### src/rtl/morse_decoder.sv
// Morse receiver for letters A-H: times marks/spaces in units of TICK_DIV
// clocks and decodes the symbol string to a 3-bit letter code.
module morse_decoder #(
  parameter int TICK_DIV  = 25000000,
  parameter int DASH_MIN  = 2,
  parameter int GAP_UNITS = 3,
  parameter int LONG_MAX  = 6
) (
  input  logic       Clock,
  input  logic       ResetN,
  input  logic       key_in,
  output logic [2:0] letter,
  output logic       valid,
  output logic       error,
  output logic       busy,
  output logic [2:0] sym_count
);

  localparam int PW = $clog2(TICK_DIV);
  localparam logic [PW-1:0] PC_MAX = PW'(TICK_DIV - 1);
  localparam logic [2:0] U_DASH = 3'(DASH_MIN);
  localparam logic [2:0] U_GAP  = 3'(GAP_UNITS);
  localparam logic [2:0] U_LONG = 3'(LONG_MAX + 1);

  typedef enum logic [2:0] {
    IDLE,
    MARK,
    SPACE,
    DECODE,
    ERROR
  } state_t;

  state_t        r_state;
  logic          r_ks1;
  logic          r_ks2;
  logic [PW-1:0] r_pc;
  logic [2:0]    r_u;
  logic [3:0]    r_sym;
  logic [2:0]    r_cnt;
  logic [2:0]    r_letter;
  logic          r_valid;
  logic          r_error;

  logic          w_tick;
  logic [2:0]    w_u_inc;
  logic          w_dash;
  logic          w_hit;
  logic [2:0]    w_code;

  assign w_tick  = (r_pc == PC_MAX);
  assign w_u_inc = (r_u == 3'd7) ? 3'd7 : r_u + 3'd1;
  assign w_dash  = (r_u >= U_DASH);

  // r_sym bit i holds symbol i (first symbol in bit 0), unused bits are 0
  always_comb begin
    w_hit  = 1'b0;
    w_code = 3'd0;
    case ({r_cnt, r_sym})
      7'b010_0010: begin w_hit = 1'b1; w_code = 3'd0; end
      7'b100_0001: begin w_hit = 1'b1; w_code = 3'd1; end
      7'b100_0101: begin w_hit = 1'b1; w_code = 3'd2; end
      7'b011_0001: begin w_hit = 1'b1; w_code = 3'd3; end
      7'b001_0000: begin w_hit = 1'b1; w_code = 3'd4; end
      7'b100_0100: begin w_hit = 1'b1; w_code = 3'd5; end
      7'b011_0011: begin w_hit = 1'b1; w_code = 3'd6; end
      7'b100_0000: begin w_hit = 1'b1; w_code = 3'd7; end
      default: ;
    endcase
  end

  always_ff @(posedge Clock or negedge ResetN) begin
    if (!ResetN) begin
      r_state  <= IDLE;
      r_ks1    <= 1'b0;
      r_ks2    <= 1'b0;
      r_pc     <= '0;
      r_u      <= 3'd0;
      r_sym    <= 4'd0;
      r_cnt    <= 3'd0;
      r_letter <= 3'd0;
      r_valid  <= 1'b0;
      r_error  <= 1'b0;
    end else begin
      r_ks1   <= key_in;
      r_ks2   <= r_ks1;
      r_valid <= 1'b0;
      r_error <= 1'b0;
      r_pc    <= w_tick ? '0 : r_pc + 1'b1;
      if (w_tick) r_u <= w_u_inc;
      // key edges are checked before ticks so a coincident tick is dropped
      case (r_state)
        IDLE: begin
          r_pc <= '0;
          r_u  <= 3'd0;
          if (r_ks2) r_state <= MARK;
        end
        MARK: begin
          if (!r_ks2) begin
            r_pc <= '0;
            r_u  <= 3'd0;
            if (r_cnt == 3'd4) begin
              r_state <= ERROR;
              r_error <= 1'b1;
            end else begin
              r_sym[r_cnt[1:0]] <= w_dash;
              r_cnt   <= r_cnt + 3'd1;
              r_state <= SPACE;
            end
          end else if (w_tick && w_u_inc == U_LONG) begin
            r_pc    <= '0;
            r_u     <= 3'd0;
            r_state <= ERROR;
            r_error <= 1'b1;
          end
        end
        SPACE: begin
          if (r_ks2) begin
            r_pc    <= '0;
            r_u     <= 3'd0;
            r_state <= MARK;
          end else if (w_tick && w_u_inc == U_GAP) begin
            r_state <= DECODE;
            if (w_hit) begin
              r_letter <= w_code;
              r_valid  <= 1'b1;
            end else begin
              r_error <= 1'b1;
            end
          end
        end
        DECODE: begin
          r_state <= IDLE;
          r_cnt   <= 3'd0;
          r_sym   <= 4'd0;
        end
        ERROR: begin
          if (r_ks2) begin
            r_pc <= '0;
            r_u  <= 3'd0;
          end else if (w_tick && w_u_inc == U_GAP) begin
            r_state <= IDLE;
            r_cnt   <= 3'd0;
            r_sym   <= 4'd0;
          end
        end
        default: r_state <= IDLE;
      endcase
    end
  end

  assign letter    = r_letter;
  assign valid     = r_valid;
  assign error     = r_error;
  assign busy      = (r_state != IDLE);
  assign sym_count = r_cnt;

endmodule

### config.mk
export PLATFORM = sky130hd
export DESIGN_NAME = morse_decoder
export DESIGN_NICKNAME = d
export VERILOG_FILES = /design/src/rtl/morse_decoder.sv
export SDC_FILE = /design/constraint.sdc
export NUM_CORES = 1
export LEC_CHECK = 0
export CAP_MARGIN = 25
export CORE_ASPECT_RATIO = 1.4
export CORE_MARGIN = 2
export CORE_UTILIZATION = 50
export CTS_BUF_LIST = sky130_fd_sc_hd__clkbuf_4
export DETAILED_ROUTE_END_ITERATION = 16
export DONT_BUFFER_PORTS = 1
export GPL_ROUTABILITY_DRIVEN = 0
export SETUP_SLACK_MARGIN = 0.2
export SYNTH_ARGS = -nofsm -noshare
export SYNTH_HDL_FRONTEND = slang
export SYNTH_SLANG_ARGS = --single-unit
### constraint.sdc
create_clock -name Clock -period 2.8 [get_ports Clock]
set_input_delay 0 -clock Clock [delete_from_list [all_inputs] [get_ports Clock]]
set_output_delay 0 -clock Clock [all_outputs]
set_load 0.01 [all_outputs]
* Word-level counts from Yosys, hierarchy flattened *
Cells that the tools add are included.

operators by class
  $add $sub $neg = 3
  magnitude comparators = 3
  equal/unequal tests = 24
  multiplexer cells = 44
  bitwise logic cells = 1
  reduce and logical (&&, ||, !) cells = 11

operators with widths
  cell                                            number
  2-to-1 mux 25 bit                               4
  case mux 25 bit (3 select lines)                1
  2-to-1 mux 3 bit                                15
  == test 7 bit (second input constant)           4
  adder 25 x 1 -> 25 bit (second input constant)  1
  == test 25 bit (second input constant)          1
  == test 7 x 6 -> 1 bit (second input constant)  3
  case mux 3 bit (7 select lines)                 1
  case mux 3 bit (3 select lines)                 2
  2-to-1 mux 4 bit                                4
  == test 3 bit (second input constant)           4
  2-to-1 mux 1 bit                                12
  case mux 3 bit (4 select lines)                 1
  case mux 4 bit (3 select lines)                 1
  inequality test 2 bit (second input constant)   5
  AND reduction 5 bit                             2
  == test 3 x 2 -> 1 bit (second input constant)  3
  OR reduction 8 bit                              1
  == test 7 x 5 -> 1 bit (second input constant)  1
  adder 3 x 1 -> 3 bit (second input constant)    2
  inequality test 3 bit (second input constant)   2
  nonzero test 3 bit                              2
  bitwise mux 4 bit                               1
  AND reduction 4 bit                             1
  10 further kinds                                12

word-level totals
  register bits after elaboration = 45
  bits of input ports = 3
  output and inout port bits = 9
  logic and storage cells = 96

* Longest topological paths before layout *
  word-level depth = 8
  gate-level depth with buffers = 8
  gate-level depth less buffers = 7

* Least setup slack after synthesis *
No wires, ideal clock.

  path kind = flip-flop to flip-flop
  start = register r_pc[17]
  end = register r_state[0]
  library setup time = 82 ps
  arrival = 2081 ps
  data required time = 2718 ps
  setup slack = 637 ps
  cell stages (with the launch flop) = 6
  clock period less this slack = 2163 ps
  cells stage by stage = dfrtp_1 -> or4b_4 -> nor4_4 -> nand3_4 -> or4_1 -> a31oi_1

between the ends
  longest elaborated chain between the ends = 4
  elaborated cells between the ends (all ways) = 7
  classes of those cells = 4 x eq/ne; 3 x reduce/logical

ends and longest elaborated chain
  item                                                                             RTL line       text
  start, declared                                                                  36             logic [PW-1:0] r_pc;
  start signal, assigned                                                           88             r_pc <= w_tick ? '0 : r_pc + 1'b1;
  == test 25 bit (*)                                                               50             assign w_tick = (r_pc == PC_MAX);
  logical AND 1 bit, on equally long branches                                      109, 121, 140
  inequality test 3 bit (no line) / inequality test 2 bit (equally long branches)  -
  AND reduction 5 bit (no line) (*)                                                -
  end signal, assigned                                                             107            r_state <= SPACE;
  end signal, assigned                                                             112            r_state <= ERROR;
  end signal, assigned                                                             120            r_state <= MARK;
  end, declared                                                                    33             state_t r_state;

Every way passes the cells marked *; elsewhere a longest branch is shown, timed or not.
A chain may end at the register's enable or synchronous reset.

* Final worst setup path *
  start = register r_pc[17]
  end = register r_letter[0] (netlist: letter[0])

between the ends
  longest elaborated chain between the ends = 3

ends and longest elaborated chain
  item                           RTL line  text
  == test 25 bit                 50
  logical AND 1 bit              121       end else if (w_tick && w_u_inc == U_GAP) begin
  AND reduction 4 bit (no line)  -
  end signal, assigned           124       r_letter <= w_code;
  end, declared                  40        logic [2:0] r_letter;

Every way passes these cells.

==> impl_metrics.csv <==
group,metric,value,unit
status,status,"completed",
worst_setup_path,critical_path_class,"reg2reg",
yosys,async_flop_share,100,%
placement,placed_cells,313,
global_route,antenna_found_initial,0,
finish,nFillCells,461,
finish,final_cells,324,
cts,cts_tree,"done",
yosys,syn_nets,267,
detailed_routing,ant_nets,0,
hold_path,holdCritPathClass,"in2async",
power_and_ir_drop,power.density,624,nW/µm²
cts,cts_setup_buffers,0,
yosys,synth_xor_area_share,8.15,%
cts,clockRootBuffer,"clkbuf_4",
yosys,synth.top_cell.area_share,45.6,%
sta,relSlewSlack,50.9,%
yosys,synthFlopType,"dfrtp_1",
sta,fmax,425,MHz
floorplan,floorplan.initialDensity,51.4,%
yosys,avgSynthCellArea,9.65,µm²
detailed_routing,vias,1860,
cts,cts_resized,0,
worst_setup_path,start_kind,"register",
detailed_routing,wirelength,4930,µm
finish,drive_above_1_share,9.23,%
detailed_routing,wl_per_cell,15.2,µm
yosys,syn_inst,256,
global_route,grt_pass1_vias,1842,
power_and_ir_drop,vdd_drop_max,0.269,mV
worst_setup_path,end_kind,"register",
floorplan,dieArea,5530,µm²
floorplan,io_pins,12,
sta,rsz0062_at_grt,"no",
cts,cts_buffers,5,
sta,worst_pin_slew,0.732,ns
yosys,seq_area_frac_synth,45.6,%
worst_setup_path,critPathMaxFanout,9,
yosys,synthSimpleGateAreaFrac,27.0,%
floorplan,die_w,63.4,µm
cts,h-tree-depth,2,
yosys,synth_compound_area_share,9.82,%
sta,tns,0,ns
sta,clock_skew,0.0173,ns
finish,area_delta_synth_final,6.48,%
placement,dpl.hpwl,3470,µm
sta,slew_violations,0,
cts,numClockSinks,45,
yosys,synth_mux_area_share,2.23,%
sta,hold_viol,0,
job,maxCapViolations,0,
floorplan,fp-row-count,30,
sta,fin_crit,2.35,ns
finish,post-route-util,54.8,%
detailed_routing,drt_iter0_markers,136,
yosys,synthTopCellsByCount,"45 x dfrtp_1, 42 x nor2_1, 16 x nand2_1",
worst_setup_path,crit_arrival,2.60,ns
finish,diodes,0,
worst_setup_path,cp_data_required_time,3.05,ns
global_route,grt_max_degree,46,
yosys,synth-edff-count,0,
cts,clkTransAtPathRegs,0.14,ns
cts,clk_latency,0.36,ns
detailed_routing,drt_pass1_iterations,4,
cts,clk_path_buf_depth,2,
yosys,yosys_warnings,0,
global_route,grt.overflow.total,0,
global_route,grt_util_all_layers,19.9,%
yosys,synth_area_leaders,"dfrtp_1 46%, nor2_1 6.4%, xnor2_1 4.6%",
yosys,synth.distinct_cells,50,
worst_setup_path,worstPathCellList,"or4b_4 -> nor4_4 -> nand3_4 -> nand4bb_1 -> mux2_2",
yosys,synth_top_family_by_area,"simple AND/OR/NAND/NOR gates",
finish,layout.nets,270,
sta,setup_viol,0,
yosys,synthAdderAreaFrac,4.05,%
global_route,grt_pass1_wl,8580,µm
power_and_ir_drop,leakagePower,1.08,nW
worst_setup_path,max_stage_delay,0.56,ns
yosys,yosysMostFrequentCell,"dfrtp_1",
sta,fin_crit_sh,84.0,%
yosys,synth_area,2470,µm²
floorplan,die_h,87.2,µm
detailed_routing,route.detailed.drc,0,
detailed_routing,viasPerCell,5.74,
yosys,yosys.area.top_type,"dfrtp_1",
floorplan,core,4800,µm²
placement,portBuffers,0,
yosys,synth_seq_cells,45,
worst_setup_path,cpMaxStageDelayCell,"or4b_4",
[worst max-delay path, delay by kind of cell, from the launching register on]
family           cells  cell delay [ns]
DFF                  1             0.44
muxes                1             0.34
and+or+nand+nor      4             1.47
[through the flow]
stage                     hold slack (ns)  worst slack (ns)  cell area (µm²)  power [mW]
after floorplan                    -0.296             0.637             2470        1.21
after global placement             -0.295             0.475             2530        1.34
after detailed placement           -0.294             0.449             2530        1.34
after CTS                           0.114             0.421             2630        1.67
after global routing                0.128             0.277             2630        1.77
final                               0.114             0.447             2630        1.64
[placed cells by master (no fill, tap or decap), types with 4 or more instances in the layout]
cell type	n
nand4_1	6
inv_1	11
dfrtp_1	45
and3_1	4
a21oi_1	5
o22ai_1	5
nor3b_1	4
nand3_1	12
ha_1	8
nand2_1	16
nor4_1	5
mux2_2	4
a22o_1	6
nor3_1	8
nor2_1	42
xor2_1	10
o21ai_0	4
xnor2_1	13
clkbuf_4	6
[sequential cells by signal (all words and copies together) (netlist names)]
name	flops
r_state	3
r_u	3
valid	1
sym_count	3
letter	3
r_ks2	1
r_ks1	1
error	1
r_sym	4
r_pc	25
[repair_timing]
action                     in CTS  in global routing
hold buffers                    3                  0
setup endpoints to repair       0                  0
hold endpoints to repair       46                  0
[report_power, final]
group | switching [mW] | internal (mW) | leakage, nW
clock | 0.202 | 0.106 | 0.0354
sequential | 0.113 | 0.707 | 0.614
combinational | 0.298 | 0.215 | 0.431
total | 0.614 | 1.03 | 1.08
[cells by family after synthesis]
family                     count (synthesis)
adders and majority gates                  8
DFF                                       45
muxes                                      5
buffers and inverters                     20
xor gates and xnor gates                  23
AOI/OAI and AO/OA                         33
and+or+nand+nor                          122
[layout make-up]
class	instances	area, µm²	area share (%)
clock buffers	6	45.0	1.71
repair buffers	5	62.6	2.38
inverters	11	41.3	1.57
clock inverters	2	10.0	0.380
well taps	64	80.1	3.04
flip-flops and latches	45	1130	42.8
multi-input cells	191	1270	48.1
[routing by layer]
metal | vias to the layer above | part of all wire (%) | track usage, %
met2 | 33 | 54 | 37.5
met5 | - | 0 | 0
met4 | 0 | 1.5 | 6.52
met1 | 911 | 41 | 22.3
met3 | 7 | 3.4 | 3.88
li1 | 909 | - | -
[final timing paths]
path | startpoint | endpoint | slack [ns] | cells past startpoint
worst max-delay path | r_pc[17]$_DFF_PN0_ | letter[0]$_DFFE_PN0P_ | 0.45 | 5
worst min-delay path | ResetN | r_state[0]$_DFFE_PN0P_ | 0.11 | 2
worst max register to register | r_pc[17]$_DFF_PN0_ | letter[0]$_DFFE_PN0P_ | 0.45 | 5
worst min register to register | r_ks1$_DFF_PN0_ | r_ks2$_DFF_PN0_ | 0.35 | 0
max in group asynchronous | ResetN | r_pc[23]$_DFF_PN0_ | 2.46 | 2
min in group Clock | key_in | r_ks1$_DFF_PN0_ | 0.23 | 1
No activity file was read; power rests on OpenSTA's default activity.
